File: src/rtl/md_issue_ctrl_pkg.sv
// Shared encodings and helpers for the multiply/divide issue controller.
// The md op code is laid out so that bit 0 marks a start and bit 2 marks a divide.
package md_issue_ctrl_pkg;

  localparam logic [2:0] MD_NONE  = 3'd0;
  localparam logic [2:0] MD_MULT  = 3'd1;
  localparam logic [2:0] MD_MTHI  = 3'd2;
  localparam logic [2:0] MD_MULTU = 3'd3;
  localparam logic [2:0] MD_MTLO  = 3'd4;
  localparam logic [2:0] MD_DIV   = 3'd5;
  localparam logic [2:0] MD_DIVU  = 3'd7;

  localparam int DEF_MULT_LAT = 5;
  localparam int DEF_DIV_LAT  = 10;

  typedef enum logic {
    ST_IDLE = 1'b0,
    ST_RUN  = 1'b1
  } md_state_e;

  typedef enum logic {
    TYPE_MULT = 1'b0,
    TYPE_DIV  = 1'b1
  } md_type_e;

  function automatic logic is_start(input logic [2:0] op);
    return op[0];
  endfunction

  function automatic logic is_div(input logic [2:0] op);
    return op[2];
  endfunction

endpackage

File: src/rtl/md_issue_ctrl_if.sv
// Pipeline-side bundle of the md issue controller plus its FSM debug view.
import md_issue_ctrl_pkg::*;

// e_op is presented for exactly one cycle per E-stage instruction and carries no
// valid/ready pair; md_start != NONE is the only qualifier toward the unit, which
// cannot push back, so the pipeline must honour stall_d instead.
interface md_issue_ctrl_if;
  logic        d_md_use;
  logic [2:0]  e_op;
  logic [2:0]  md_start;
  logic        md_commit;
  logic        busy;
  logic        stall_d;
  logic        err;
  logic [31:0] stall_cnt;
  md_state_e   state;
  md_type_e    run_type;

  modport slave (
    input  d_md_use, e_op,
    output md_start, md_commit, busy, stall_d, err, stall_cnt, state, run_type
  );

  modport master (
    output d_md_use, e_op,
    input  md_start, md_commit, busy, stall_d, err, stall_cnt, state, run_type
  );
endinterface

File: src/rtl/md_issue_ctrl_lat_counter.sv
// Latency down-counter: loads the busy length, counts down, flags the final cycle.
module md_issue_ctrl_lat_counter (
  input  logic       clk,
  input  logic       reset,
  input  logic       load,
  input  logic [3:0] load_val,
  input  logic       dec,
  output logic       tc
);

  logic [3:0] cnt_q;

  always_ff @(posedge clk) begin
    if (reset) begin
      cnt_q <= 4'd0;
    end else if (load) begin
      cnt_q <= load_val;
    end else if (dec && (cnt_q != 4'd0)) begin
      cnt_q <= cnt_q - 4'd1;
    end
  end

  assign tc = (cnt_q == 4'd1);

endmodule

File: src/rtl/md_issue_ctrl.sv
// Issue/stall controller for the mult/div + HI/LO unit: forwards commands, times
// the operation, pulses the result commit and freezes D while the unit is busy.
import md_issue_ctrl_pkg::*;

module md_issue_ctrl #(
  parameter int MULT_LAT = DEF_MULT_LAT,
  parameter int DIV_LAT  = DEF_DIV_LAT
) (
  input  logic            clk,
  input  logic            reset,
  md_issue_ctrl_if.slave  md
);

  localparam logic [3:0] MULT_LAT4 = 4'(MULT_LAT);
  localparam logic [3:0] DIV_LAT4  = 4'(DIV_LAT);

  md_state_e   state_q, state_d;
  md_type_e    type_q, type_d;
  logic        cnt_load;
  logic [3:0]  cnt_load_val;
  logic        cnt_dec;
  logic        cnt_tc;
  logic [2:0]  start;
  logic        commit;
  logic        err_set;
  logic        err_q;
  logic        busy;
  logic        stall;
  logic [31:0] stall_cnt_q;

  md_issue_ctrl_lat_counter u_lat_counter (
    .clk      (clk),
    .reset    (reset),
    .load     (cnt_load),
    .load_val (cnt_load_val),
    .dec      (cnt_dec),
    .tc       (cnt_tc)
  );

  always_ff @(posedge clk) begin
    if (reset) begin
      state_q <= ST_IDLE;
      type_q  <= TYPE_MULT;
    end else begin
      state_q <= state_d;
      type_q  <= type_d;
    end
  end

  always_comb begin
    state_d      = state_q;
    type_d       = type_q;
    cnt_load     = 1'b0;
    cnt_load_val = 4'd0;
    cnt_dec      = 1'b0;
    start        = MD_NONE;
    commit       = 1'b0;
    err_set      = 1'b0;
    case (state_q)
      ST_IDLE: begin
        start = md.e_op;
        if (is_start(md.e_op)) begin
          state_d      = ST_RUN;
          cnt_load     = 1'b1;
          type_d       = is_div(md.e_op) ? TYPE_DIV : TYPE_MULT;
          cnt_load_val = is_div(md.e_op) ? DIV_LAT4 : MULT_LAT4;
        end
      end
      ST_RUN: begin
        cnt_dec = 1'b1;
        // Anything reaching E while running slipped past stall_d: drop it, flag it.
        if (md.e_op != MD_NONE) begin
          err_set = 1'b1;
        end
        if (cnt_tc) begin
          // A reset landing on the final cycle aborts the op, so no commit.
          commit  = ~reset;
          state_d = ST_IDLE;
        end
      end
      default: begin
        state_d = ST_IDLE;
      end
    endcase
  end

  assign busy  = (state_q == ST_RUN);
  assign stall = md.d_md_use & (busy | is_start(md.e_op));

  always_ff @(posedge clk) begin
    if (reset) begin
      err_q <= 1'b0;
    end else if (err_set) begin
      err_q <= 1'b1;
    end
  end

  always_ff @(posedge clk) begin
    if (reset) begin
      stall_cnt_q <= 32'd0;
    end else if (stall && (stall_cnt_q != 32'hFFFF_FFFF)) begin
      stall_cnt_q <= stall_cnt_q + 32'd1;
    end
  end

  assign md.md_start  = start;
  assign md.md_commit = commit;
  assign md.busy      = busy;
  assign md.stall_d   = stall;
  assign md.err       = err_q;
  assign md.stall_cnt = stall_cnt_q;
  assign md.state     = state_q;
  assign md.run_type  = type_q;

endmodule
File: src/flat_wrapper.sv
// flat-port wrapper written by rule: the top's interface ports become plain ports
module md_issue_ctrl_flat 
#(
  parameter int MULT_LAT = DEF_MULT_LAT,
  parameter int DIV_LAT  = DEF_DIV_LAT
)
  (clk, reset, md_d_md_use, md_e_op, md_md_start, md_md_commit, md_busy, md_stall_d, md_err, md_stall_cnt, md_state, md_run_type);
  md_issue_ctrl_if md_i ();
  input  logic clk;
  input  logic reset;
  input wire logic [$bits(md_i.d_md_use)-1:0] md_d_md_use;
  input wire logic [$bits(md_i.e_op)-1:0] md_e_op;
  output wire logic [$bits(md_i.md_start)-1:0] md_md_start;
  output wire logic [$bits(md_i.md_commit)-1:0] md_md_commit;
  output wire logic [$bits(md_i.busy)-1:0] md_busy;
  output wire logic [$bits(md_i.stall_d)-1:0] md_stall_d;
  output wire logic [$bits(md_i.err)-1:0] md_err;
  output wire logic [$bits(md_i.stall_cnt)-1:0] md_stall_cnt;
  output wire logic [$bits(md_i.state)-1:0] md_state;
  output wire logic [$bits(md_i.run_type)-1:0] md_run_type;
  assign md_i.d_md_use = md_d_md_use;
  assign md_i.e_op = md_e_op;
  assign md_md_start = md_i.md_start;
  assign md_md_commit = md_i.md_commit;
  assign md_busy = md_i.busy;
  assign md_stall_d = md_i.stall_d;
  assign md_err = md_i.err;
  assign md_stall_cnt = md_i.stall_cnt;
  assign md_state = md_i.state;
  assign md_run_type = md_i.run_type;
  md_issue_ctrl #(.MULT_LAT(MULT_LAT), .DIV_LAT(DIV_LAT)) u_core (.clk(clk), .reset(reset), .md(md_i));
endmodule
File: config.mk
export PLATFORM = sky130hd
export DESIGN_NAME = md_issue_ctrl_flat
export DESIGN_NICKNAME = d
export VERILOG_FILES = /design/src/rtl/md_issue_ctrl_pkg.sv /design/src/rtl/md_issue_ctrl_if.sv /design/src/rtl/md_issue_ctrl_lat_counter.sv /design/src/rtl/md_issue_ctrl.sv /design/src/flat_wrapper.sv
export SDC_FILE = /design/constraint.sdc
export NUM_CORES = 1
export LEC_CHECK = 0
export ABC_AREA = 1
export CORE_ASPECT_RATIO = 1.2
export CORE_UTILIZATION = 55
export DETAILED_ROUTE_END_ITERATION = 12
export DONT_BUFFER_PORTS = 1
export PLACE_DENSITY = 0.73
export SLEW_MARGIN = 20
export SYNTH_ARGS = -nofsm -noshare
export SYNTH_HDL_FRONTEND = slang
export SYNTH_SLANG_ARGS = --single-unit
File: constraint.sdc
create_clock -name clk -period 1.46 [get_ports clk]
set_clock_uncertainty 0.1 [all_clocks]
set_input_delay 0.292 -clock clk [delete_from_list [all_inputs] [get_ports clk]]
set_output_delay 0.292 -clock clk [all_outputs]
set_load 0.01 [all_outputs]
==> summary.txt, run 1 <==
Floorplanning
  • Die Footprint: ~4800 µm²
  • Initial Util: 0.575
  • Die H: ~75 µm
  • I/O pin cnt: 47
  • Width of the die: between 60 and 70 µm
  • FP Rows: 26
  • Core footprint: ~4300 µm²

Routing
  • DRT antenna net count: 0
  • DRC viols: 0
  • DR vias/cell: 6.57
  • WL/cell: about 22 µm
  • Vias: roughly 3700
  • Initial drt markers: between 500 and 600
  • First drt pass iteration count: 5
  • WL final: 12500 µm

GRT
  • Largest net degree at the start of global routing: 22
  • GRT Total Usage: 0.385
  • Gr ovfl total: 0
  • Antenna violations before repair: 0
  • First-pass GRT wire length: 14100 µm
  • Vias in the first global route: around 3100

STA
  • Final setup violation count: 37
  • Final Critical Period: 1.85 ns
  • Hold Slack: 0.207 ns
  • Worst Max-Slew Pin Slew: around 0.32 ns
  • Final slew viol count: 0
  • RSZ-0062 raised after global routing: yes
  • Final Hold Viols: 0
  • Final worst setup slack: -0.389 ns
  • Slew HR: 0.786
  • Fmax: 541 MHz
  • Tcrit/Tclk final: 1.27

Synthesis
  • YS warnings: 0
  • Mapped cell area: 2470 µm²
  • Seq/Total Area, Yosys: 0.316
  • Asr flop ratio synth: 0
  • Dominant synthesized flop cell: dfxtp_1
  • Syn avg cell area: between 6 and 7 µm²
  • Number of synthesized flops with an enable pin: 0
  • Post-synthesis cell count: between 300 and 400
  • Syn_nets: 400
  • Post-synthesis cell type count: 30
  • Register bit count reported by yosys: 39

Setup path
  • Slowest-stage cell, CP: dfxtp_1
  • WP buf/inv: 1
  • Critical path's top delay family: simple AND/OR/NAND/NOR gates
  • Max incr delay on CP: 0.36 ns
  • Critical path class: register to register
  • Worst setup SP type: register
  • Cell mode on critical path: nand2_1
  • Required time worst endpoint: approximately 1.6 ns
  • Crit end category: register
  • Cell Chain, Critical Path: nand2_1 > nor2_1 > nand2_1 > nor2_4 > buf_4 > nand2_4 > nand3b_1 > nand2_1 > nand2_1 > nor2_1
  • Arrival time at the worst endpoint: approximately 1.9 ns
  • CP Max Fanout: 4

Layout
  • Diode count: 0
  • Fillers: ~160
  • Commonest non-fill, non-tap cell in the layout: buf_4
  • Share of cells above drive strength 1: 0.494
  • Post-Layout Cell Count: approximately 560
  • Most frequent cells in the layout: 98 x buf_4, 87 x nand2_1, 67 x nor2_1
  • Design Area, Final: 3960 µm²
  • Growth of design area from synthesis to finish: 60.2%
  • Final Util: 0.921
  • Final #Nets: about 510

Placement
  • Post-DP Area: around 3300 µm²
  • GPL Wtd Cong: ~0.9
  • Detailed Place HPWL: about 5400 µm
  • Post-Place Cells: roughly 530
  • Buffers on Ports: 0

Hold path
  • Worst min path class: input pin to register

Power
  • Pleak: roughly 1.7 nW
  • Worst vdd ir: about 0.0006 V
  • Cell Pwr Density: 595 nW/µm²

CTS
  • Root Buffer: clkbuf_8
  • CTS clock-pin slew for the worst setup and hold paths: about 0.09 ns
  • H-Tree Level Count: 2
  • Max Root-Sink Buffers: 2
  • Sink Count: 39
  • Num CTS Buffers: 5
  • CTS tree: built
  • Worst-skew pair later-pin latency: ~0.31 ns

Flow run
  • Max-Cap Viols: 0

Status
  • Status: finished, violations left
  • Violated checks: negative setup slack
==> path summary, 6_finish.rpt <==
path                                  from                             to  slack [ns]  cells after the start
min                             md_e_op[0]  u_core.u_lat_counter.cnt_q[3]        0.21                      4
min reg2reg  u_core.u_lat_counter.cnt_q[3]  u_core.u_lat_counter.cnt_q[3]        0.48                      2
max                u_core.md.stall_cnt[30]        u_core.md.stall_cnt[22]       -0.39                     10
max reg2reg        u_core.md.stall_cnt[30]        u_core.md.stall_cnt[22]       -0.39                     10
==> metal layers <==
layer	wire length [µm]	vias to the layer above	global-route usage
met5	0	-	0
met4	1250	0	0.274
met3	1520	163	0.0958
met2	5530	411	0.710
met1	4170	1640	0.387
li1	-	1451	-
==> logic make-up (layout without fill, tap and decap cells) <==
kind of cell	after synthesis	after routing	synth area share
DFF	39	39	0.316
buffers and inverters	51	160	0.0933
xor gates and xnor gates	4	4	0.0142
and+or+nand+nor	256	259	0.478
AOI/OAI and AO/OA	36	36	0.0781
adders and majority gates	4	4	0.0203
==> through the flow <==
step / total power [W] / worst slack [ns] / TNS [ns]
2_1_floorplan: 0.00133 / -0.0600 / -0.771
3_3_place_gp: 0.00139 / -0.113 / -2.54
3_5_place_dp: 0.00140 / -0.178 / -4.08
4_1_cts: 0.00217 / -0.125 / -2.90
5_1_grt: 0.00241 / -0.469 / -10.55
6_report: 0.00235 / -0.389 / -8.63
==> what timing repair did <==
item,4_1_cts,5_1_grt
setup endpoints to repair,35,40
gates resized for setup,49,54
hold buffers,1,0
setup buffers,5,8
pin swaps,11,16
gates cloned,3,1
hold endpoints to repair,6,0
==> worst reg2reg max path: stages, from the launching register on <==
cell and delay [ns]:
dfxtp_1 0.36, nand2_1 0.13, nor2_1 0.17, nand2_1 0.16, nor2_4 0.21, buf_4 0.16
nand2_4 0.07, nand3b_1 0.16, nand2_1 0.07, nand2_1 0.09, nor2_1 0.06
==> cell usage after synthesis, drive strengths merged, types with 2 or more instances <==
master | instances | share of area
o21ai | 7 | 0.014
nand3 | 37 | 0.088
a31oi | 5 | 0.013
xnor2 | 3 | 0.011
nor2 | 104 | 0.19
a21oi | 23 | 0.048
ha | 4 | 0.020
dfxtp | 39 | 0.32
nand2 | 108 | 0.18
buf | 7 | 0.026
nand3b | 2 | 0.0061
clkbuf | 2 | 0.0030
nand4 | 3 | 0.0076
inv | 42 | 0.064
==> final cells by class <==
class	instances	area, µm²	area share
multi-input combinational	303	1900	0.480
timing repair buffer	110	912	0.231
sequential	39	827	0.209
inverter	42	168	0.0424
clock buffer	7	76.3	0.0193
tap	56	70.1	0.0177
clock inverter	1	5.00	0.00127
==> power by group <==
group | internal, W | switching, W | total (W)
Sequential | 0.00110 | 0.0000475 | 0.00114
Clock | 0.000337 | 0.000424 | 0.000761
Combinational | 0.000188 | 0.000260 | 0.000448
Total | 0.00162 | 0.000732 | 0.00235
==> flip-flops by register name, summed over array words and instances (netlist names) <==
name                        count
u_core.md.run_type              1
u_core.u_lat_counter.cnt_q      4
u_core.md.busy                  1
u_core.md.stall_cnt            32
u_core.md.err                   1
Power figures use the tool's default switching activity.
==> inputs of run 2 (changes only) <==
--- a/config.mk
+++ b/config.mk
@@ -15,3 +15,4 @@
 export SYNTH_ARGS = -nofsm -noshare
 export SYNTH_HDL_FRONTEND = slang
 export SYNTH_SLANG_ARGS = --single-unit
+export TNS_END_PERCENT = 10
==> run 2 against run 1 <==
  * The run still ends with negative setup slack left
  * Core utilization fell by 8.7 points
  * Sequential share of layout area increased by 1.9 points
  * Clock-buffer cell count increased by 1
  * Largest cell class unchanged
  * Cell count down 3.8%
  * Critical endpoint is now u_core.md.stall_cnt[2]
  * Highest routed layer unchanged
==> summary.txt, run 2 (synthesis gave the netlist of run 1 again) <==
Status
  • Status: finished, violations left (unchanged)
  • Violated checks: negative setup slack (unchanged)

Placement
  • GPL Wtd Cong: 0.916 (was 0.910)
  • Pre-CTS setup slack: -0.193 ns (was -0.178 ns)
  • Post-Place Cells: 526 (was 532)
  • Detailed Place HPWL: 5280 µm (was 5430 µm)
  • Buffers on Ports: 0 (unchanged)

Setup path
  • Reg-to-reg endpoint: u_core.md.stall_cnt[2] (was u_core.md.stall_cnt[22])
  • Arrival time at the worst endpoint: 1.81 ns (was 1.94 ns)
  • R2R Path Start: u_core.md.stall_cnt[5] (was u_core.md.stall_cnt[30])
  • Reg2Reg Setup Slack: -0.26 ns (was -0.39 ns)
  • Crit end category: register (unchanged)
  • Max incr delay on CP: 0.37 ns (was 0.36 ns)
  • Required time worst endpoint: 1.55 ns (about the same)
  • Slowest-stage cell, CP: dfxtp_2 (was dfxtp_1)
  • Cell mode on critical path: nand2_4 (was nand2_1)
  • Cell Chain, Critical Path: nand2_1 > nor2_2 > nand2_4 > nor2_4 > nand2_4 > buf_4 > a31oi_1 > nor2_1 (was nand2_1 > nor2_1 > nand2_1 > nor2_4 > buf_4 > nand2_4 > nand3b_1 > nand2_1 > nand2_1 > nor2_1)
  • WP buf/inv: 1 (unchanged)
  • Critical path's top delay family: simple AND/OR/NAND/NOR gates (unchanged)
  • CP Max Fanout: 6 (was 4)
  • Worst setup SP type: register (unchanged)
  • FF-to-FF path depth: 8 (was 10)
  • Critical path class: register to register (unchanged)

Layout
  • Commonest non-fill, non-tap cell in the layout: nand2_1 (was buf_4)
  • Final Util: 0.834 (was 0.921)
  • Fillers: 282 (was 163)
  • Post-Layout Cell Count: 537 (was 558)
  • Growth of design area from synthesis to finish: 45.1% (was 60.2%)
  • Most frequent cells in the layout: 96 x nand2_1, 81 x buf_4, 70 x nor2_1 (was 98 x buf_4, 87 x nand2_1, 67 x nor2_1)
  • Area occupied by multi-input gates: 1680 µm² (was 1900 µm²)
  • Max reg flops: 32 (unchanged)
  • Diode count: 0 (unchanged)
  • Area taken by flip-flops and latches: 816 µm² (was 827 µm²)
  • Final #Nets: 490 (was 511)
  • Share of cells above drive strength 1: 0.412 (was 0.494)

STA
  • RSZ-0062 raised after global routing: yes (unchanged)
  • Fmax: 582 MHz (was 541 MHz)
  • Tcrit/Tclk final: 1.18 (was 1.27)
  • Hold Slack: 0.140 ns (was 0.207 ns)
  • Final worst setup slack: -0.258 ns (was -0.389 ns)
  • Final slew viol count: 0 (unchanged)
  • Final setup violation count: 35 (was 37)
  • Final Hold Viols: 0 (unchanged)
  • Slew HR: 0.816 (was 0.786)
  • Worst Max-Slew Pin Slew: 0.275 ns (was 0.320 ns)
  • TNS Setup: -4.79 ns (was -8.63 ns)
  • Final Critical Period: 1.72 ns (was 1.85 ns)

Floorplanning
  • Width of the die: 63.2 µm (unchanged)
  • Die Footprint: 4760 µm² (unchanged)
  • Initial Util: 0.575 (unchanged)
  • Core footprint: 4290 µm² (unchanged)
  • FP Rows: 26 (unchanged)
  • I/O pin cnt: 47 (unchanged)
  • Die H: 75.4 µm (unchanged)

CTS
  • Worst-skew pair later-pin latency: 0.30 ns (was 0.31 ns)
  • Num CTS Buffers: 5 (unchanged)
  • Root Buffer: clkbuf_8 (unchanged)
  • CTS tree: built (unchanged)
  • H-Tree Level Count: 2 (unchanged)
  • CTS clock-pin slew for the worst setup and hold paths: 0.08 ns (was 0.09 ns)
  • Sink Count: 39 (unchanged)
  • Max Root-Sink Buffers: 2 (unchanged)

GRT
  • Antenna violations before repair: 0 (unchanged)
  • First-pass GRT wire length: 11700 µm (was 14100 µm)
  • GRT Total Usage: 0.315 (was 0.385)
  • Gr ovfl total: 0 (unchanged)
  • Vias in the first global route: 2656 (was 3073)
  • Largest net degree at the start of global routing: 34 (was 22)

Hold path
  • Hold Path Depth: 3 (was 4)
  • Worst min path class: input pin to register (unchanged)
  • Hold Path Sink: u_core.u_lat_counter.cnt_q[3] (unchanged)
  • Hold path start: md_e_op[0] (unchanged)

Power
  • Switching Share: 0.278 (was 0.311)
  • P_sw: 0.000649 W (was 0.000732 W)
  • Sequential power share: 0.484 (was 0.486)
  • Clock share of power: 0.358 (was 0.324)
  • Worst vdd ir: 0.000729 V (was 0.000596 V)
  • Int Pwr: 0.00168 W (was 0.00162 W)
  • Pleak: 1.56 nW (was 1.69 nW)
  • Cell Pwr Density: 651 nW/µm² (was 595 nW/µm²)
  • Gate power share: 0.158 (was 0.191)

Routing
  • DRT antenna net count: 0 (unchanged)
  • Initial drt markers: 168 (was 592)
  • Vias: 2934 (was 3665)
  • WL final: 8190 µm (was 12500 µm)
  • First drt pass iteration count: 7 (was 5)
  • WL/cell: 15.2 µm (was 22.4 µm)
  • DRC viols: 0 (unchanged)
  • DR vias/cell: 5.46 (was 6.57)

Flow run
  • Max-Cap Viols: 0 (unchanged)
[run 2: cell count changes in the layout (fill, tap and decap cells not counted), moves of 3 or more]
cell     change
dfxtp_2      -3
buf_4       -17
nand3_2      -6
nor2_2       +4
nand2_2      -6
dfxtp_1      +5
nand2_1      +9
nand3_1      +6
nor2_1       +3
nor2_4       -7
[run 2: layout make-up]
type,count,share of cell area
clock buffers,8,0.0279
well taps,56,0.0196
flip-flops and latches,39,0.228
repair buffers,91,0.211
multi-input cells,301,0.469
inverters,42,0.0447
[run 2: worst register-to-register path, delay by kind of cell, from the launching register on]
kind,cells,cell delay (ns)
compound gates,1,0.18
buf+inv,1,0.17
flops,1,0.37
simple gates,6,0.79
[run 2: power groups by stage]
stage	Combinational, W	Sequential, W	Clock [W]
floorplan	0.000178	0.00115	0
global placement	0.000261	0.00115	0
detailed placement	0.000276	0.00115	0
CTS	0.000303	0.00112	0.000822
global route	0.000396	0.00113	0.000870
finish	0.000368	0.00113	0.000835
[run 2: worst max-delay path by stage]
stage	start	to	slack, ns	cells after the start
final	u_core.md.stall_cnt[5]	u_core.md.stall_cnt[2]	-0.26	8
after global routing	u_core.md.stall_cnt[1]	u_core.md.stall_cnt[21]	-0.32	11
after CTS	u_core.u_lat_counter.cnt_q[1]	md_md_commit	-0.15	5
after detailed placement	u_core.md.stall_cnt[1]	u_core.md.stall_cnt[26]	-0.19	9
after global placement	u_core.md.stall_cnt[1]	u_core.md.stall_cnt[19]	-0.13	9
after floorplan	u_core.md.stall_cnt[1]	u_core.md.stall_cnt[12]	-0.06	9
[run 2: repair_timing]
| item | CTS | global route |
|---|---|---|
| setup endpoints to repair | 41 | 40 |
| hold buffers | 1 | 0 |
| hold endpoints to repair | 6 | 0 |
| pin swaps | 14 | 7 |
| buffers inserted | 1 | 0 |
| resized for setup | 35 | 21 |
| cloned | 1 | 0 |
[run 2: through the flow]
stage	total power (W)	cell area, µm²
2_1_floorplan	0.00133	2550
3_5_place_dp	0.00142	3250
3_3_place_gp	0.00141	3250
4_1_cts	0.00224	3510
6_report	0.00233	3580
5_1_grt	0.00240	3580
[run 2: metal layers]
layer  vias up  track usage  part of all wire
met5         -            0                 0
met4         0        0.158             0.046
met3        39       0.0659             0.066
met2       143        0.608              0.52
met1      1339        0.326              0.37
li1       1413            -                 -
==> inputs of run 3 (changes only) <==
--- a/config.mk
+++ b/config.mk
@@ -7,10 +7,11 @@
 export LEC_CHECK = 0
 export ABC_AREA = 1
 export CORE_ASPECT_RATIO = 1.2
-export CORE_UTILIZATION = 55
+export CORE_UTILIZATION = 57
 export DETAILED_ROUTE_END_ITERATION = 12
 export DONT_BUFFER_PORTS = 1
-export PLACE_DENSITY = 0.73
+export GPL_TIMING_DRIVEN = 0
+export PLACE_DENSITY = 0.75
 export SLEW_MARGIN = 20
 export SYNTH_ARGS = -nofsm -noshare
 export SYNTH_HDL_FRONTEND = slang
==> run 3 against run 2 <==
  * The flow still finishes with violations (negative setup slack)
  * Power decreased by 8.8%
  * First-iteration DRC count fell by 35%
  * Worst setup slack improved by 0.015 ns
  * Critical path type unchanged
==> summary.txt, run 3 (synthesis gave the netlist of run 1 again) <==
Setup path
  • Critical path class: register to register (unchanged)
  • Slowest-stage cell, CP: dfxtp_4 (was dfxtp_2)
  • R2R Path Start: u_core.md.stall_cnt[0] (was u_core.md.stall_cnt[5])
  • Reg-to-reg endpoint: u_core.md.stall_cnt[28] (was u_core.md.stall_cnt[2])
  • CP Max Fanout: 5 (was 6)
  • Arrival time at the worst endpoint: 1.79 ns (was 1.81 ns)
  • Worst setup SP type: register (unchanged)
  • Cell Chain, Critical Path: ha_4 > nand2_4 > nor2_4 > nand2_2 > nor2_4 > nand2_1 > nor2_2 > nand3_1 > nand2_1 > nor2_1 (was nand2_1 > nor2_2 > nand2_4 > nor2_4 > nand2_4 > buf_4 > a31oi_1 > nor2_1)
  • Required time worst endpoint: 1.55 ns (about the same)
  • Reg2Reg Setup Slack: -0.24 ns (was -0.26 ns)
  • Max incr delay on CP: 0.40 ns (was 0.37 ns)
  • FF-to-FF path depth: 10 (was 8)
  • Crit end category: register (unchanged)

STA
  • RSZ-0062 raised after global routing: yes (unchanged)
  • Final setup violation count: 38 (was 35)
  • Final Critical Period: 1.70 ns (was 1.72 ns)
  • Final slew viol count: 0 (unchanged)
  • Fmax: 587 MHz (was 582 MHz)
  • Hold Slack: 0.0801 ns (was 0.140 ns)
  • Slew HR: 0.706 (was 0.816)
  • Tcrit/Tclk final: 1.17 (was 1.18)
  • Worst Max-Slew Pin Slew: 0.440 ns (was 0.275 ns)
  • Final worst setup slack: -0.242 ns (was -0.258 ns)
  • Final Hold Viols: 0 (unchanged)

GRT
  • GRT Total Usage: 0.291 (was 0.315)
  • Gr ovfl total: 0 (unchanged)
  • First-pass GRT wire length: 9810 µm (was 11700 µm)
  • Largest net degree at the start of global routing: 13 (was 34)
  • Vias in the first global route: 2188 (was 2656)
  • Antenna violations before repair: 0 (unchanged)

Power
  • Cell Pwr Density: 740 nW/µm² (was 651 nW/µm²)
  • Worst vdd ir: 0.000550 V (was 0.000729 V)
  • Pleak: 1.13 nW (was 1.56 nW)
  • Power Total: 0.00213 W (was 0.00233 W)

Flow run
  • Max-Cap Viols: 0 (unchanged)

Layout
  • Most frequent cells in the layout: 97 x nand2_1, 76 x nor2_1, 38 x inv_1 (was 96 x nand2_1, 81 x buf_4, 70 x nor2_1)
  • Share of cells above drive strength 1: 0.273 (was 0.412)
  • Area taken by flip-flops and latches: 830 µm² (was 816 µm²)
  • Diode count: 0 (unchanged)
  • Fillers: 343 (was 282)
  • Design Area, Final: 2870 µm² (was 3580 µm²)
  • Max reg flops: 32 (unchanged)
  • Final #Nets: 412 (was 490)
  • Commonest non-fill, non-tap cell in the layout: nand2_1 (unchanged)
  • Growth of design area from synthesis to finish: 16.4% (was 45.1%)
  • Area occupied by multi-input gates: 1600 µm² (was 1680 µm²)

Hold path
  • Hold path start: md_e_op[0] (unchanged)
  • Worst min path class: input pin to register (unchanged)
  • Hold Path Sink: u_core.u_lat_counter.cnt_q[3] (unchanged)
  • Hold Path Depth: 3 (unchanged)

Floorplanning
  • Core footprint: 4040 µm² (was 4290 µm²)
  • FP Rows: 25 (was 26)
  • Initial Util: 0.612 (was 0.575)
  • Die H: 74.1 µm (was 75.4 µm)
  • Die Footprint: 4600 µm² (was 4760 µm²)
  • I/O pin cnt: 47 (unchanged)
  • Width of the die: 62.1 µm (was 63.2 µm)

CTS
  • H-Tree Level Count: 2 (unchanged)
  • Root Buffer: clkbuf_8 (unchanged)
  • CTS Hold Bufs: 0 (was 1)
  • Max Root-Sink Buffers: 2 (unchanged)
  • CTS tree: built (unchanged)
  • Worst-skew pair later-pin latency: 0.29 ns (was 0.30 ns)
  • Num CTS Buffers: 5 (unchanged)
  • CTS clock-pin slew for the worst setup and hold paths: 0.08 ns (about the same)
  • Sink Count: 39 (unchanged)

Placement
  • GPL Wtd Cong: 0.923 (was 0.916)
  • Post-DP Area: 2620 µm² (was 3250 µm²)
  • Buffers on Ports: 0 (unchanged)
  • Detailed Place HPWL: 4610 µm (was 5280 µm)

Status
  • Violated checks: negative setup slack (unchanged)
  • Status: finished, violations left (unchanged)

Routing
  • Vias: 2432 (was 2934)
  • First drt pass iteration count: 4 (was 7)
  • DRC viols: 0 (unchanged)
  • DRT antenna net count: 0 (unchanged)
  • Initial drt markers: 110 (was 168)
  • DR vias/cell: 5.32 (was 5.46)
  • WL final: 6190 µm (was 8190 µm)
  • WL/cell: 13.6 µm (was 15.2 µm)
-- run 3: critical path, delay by kind of cell, from the launching register on --
family / cells / cell delay, ns
flip-flops: 1 / 0.40
adder cells (fa/ha/maj): 1 / 0.16
AND/OR/NAND/NOR: 9 / 0.93
-- run 3: worst max-delay path by stage --
stage	startpoint	slack, ns	to	depth (start not counted)
final	u_core.md.stall_cnt[0]	-0.24	u_core.md.stall_cnt[28]	10
after global routing	u_core.md.stall_cnt[0]	-0.35	u_core.md.stall_cnt[28]	10
after CTS	u_core.md.stall_cnt[0]	-0.20	u_core.md.stall_cnt[30]	9
after detailed placement	u_core.md.stall_cnt[2]	-0.35	u_core.md.stall_cnt[23]	9
after global placement	u_core.md.busy	-0.32	u_core.md.stall_cnt[26]	9
after floorplan	u_core.md.stall_cnt[1]	-0.06	u_core.md.stall_cnt[12]	9
-- run 3: where the power goes --
group | switching [W] | internal [W] | total (W)
clock | 0.000390 | 0.000382 | 0.000772
sequential | 0.0000397 | 0.00109 | 0.00113
combinational | 0.000139 | 0.0000841 | 0.000223
-- run 3: layout make-up --
class,instances,area share
multi-input cells,300,0.556
flip-flops and latches,39,0.289
inverters,42,0.0557
clock buffers,7,0.0301
plain buffers,9,0.0266
well taps,54,0.0235
repair buffers,5,0.0174
clock inverters,1,0.00174
-- run 3: routing by layer --
metal	track usage	share of wire
met5	0	0
met3	0.0870	0.059
met1	0.328	0.42
met2	0.494	0.50
met4	0.131	0.027
-- run 3: stage by stage --
| step | TNS [ns] | instances | setup WS [ns] | util |
|---|---|---|---|---|
| after detailed placement | -8.02 | 444 | -0.345 | 0.650 |
| after global placement | -7.79 | 444 | -0.323 | 0.650 |
| final | -6.01 | 457 | -0.242 | 0.712 |
| after CTS | -5.54 | 456 | -0.199 | 0.704 |
| after floorplan | -0.960 | 390 | -0.0605 | - |
| after global routing | -10.04 | 457 | -0.351 | 0.712 |
-- run 3: what timing repair did --
item / in CTS / in global routing
pin swaps: 4 / 2
cloned: 0 / 0
buffers inserted: 4 / 1
resized for setup: 34 / 7
setup endpoints to repair: 38 / 39
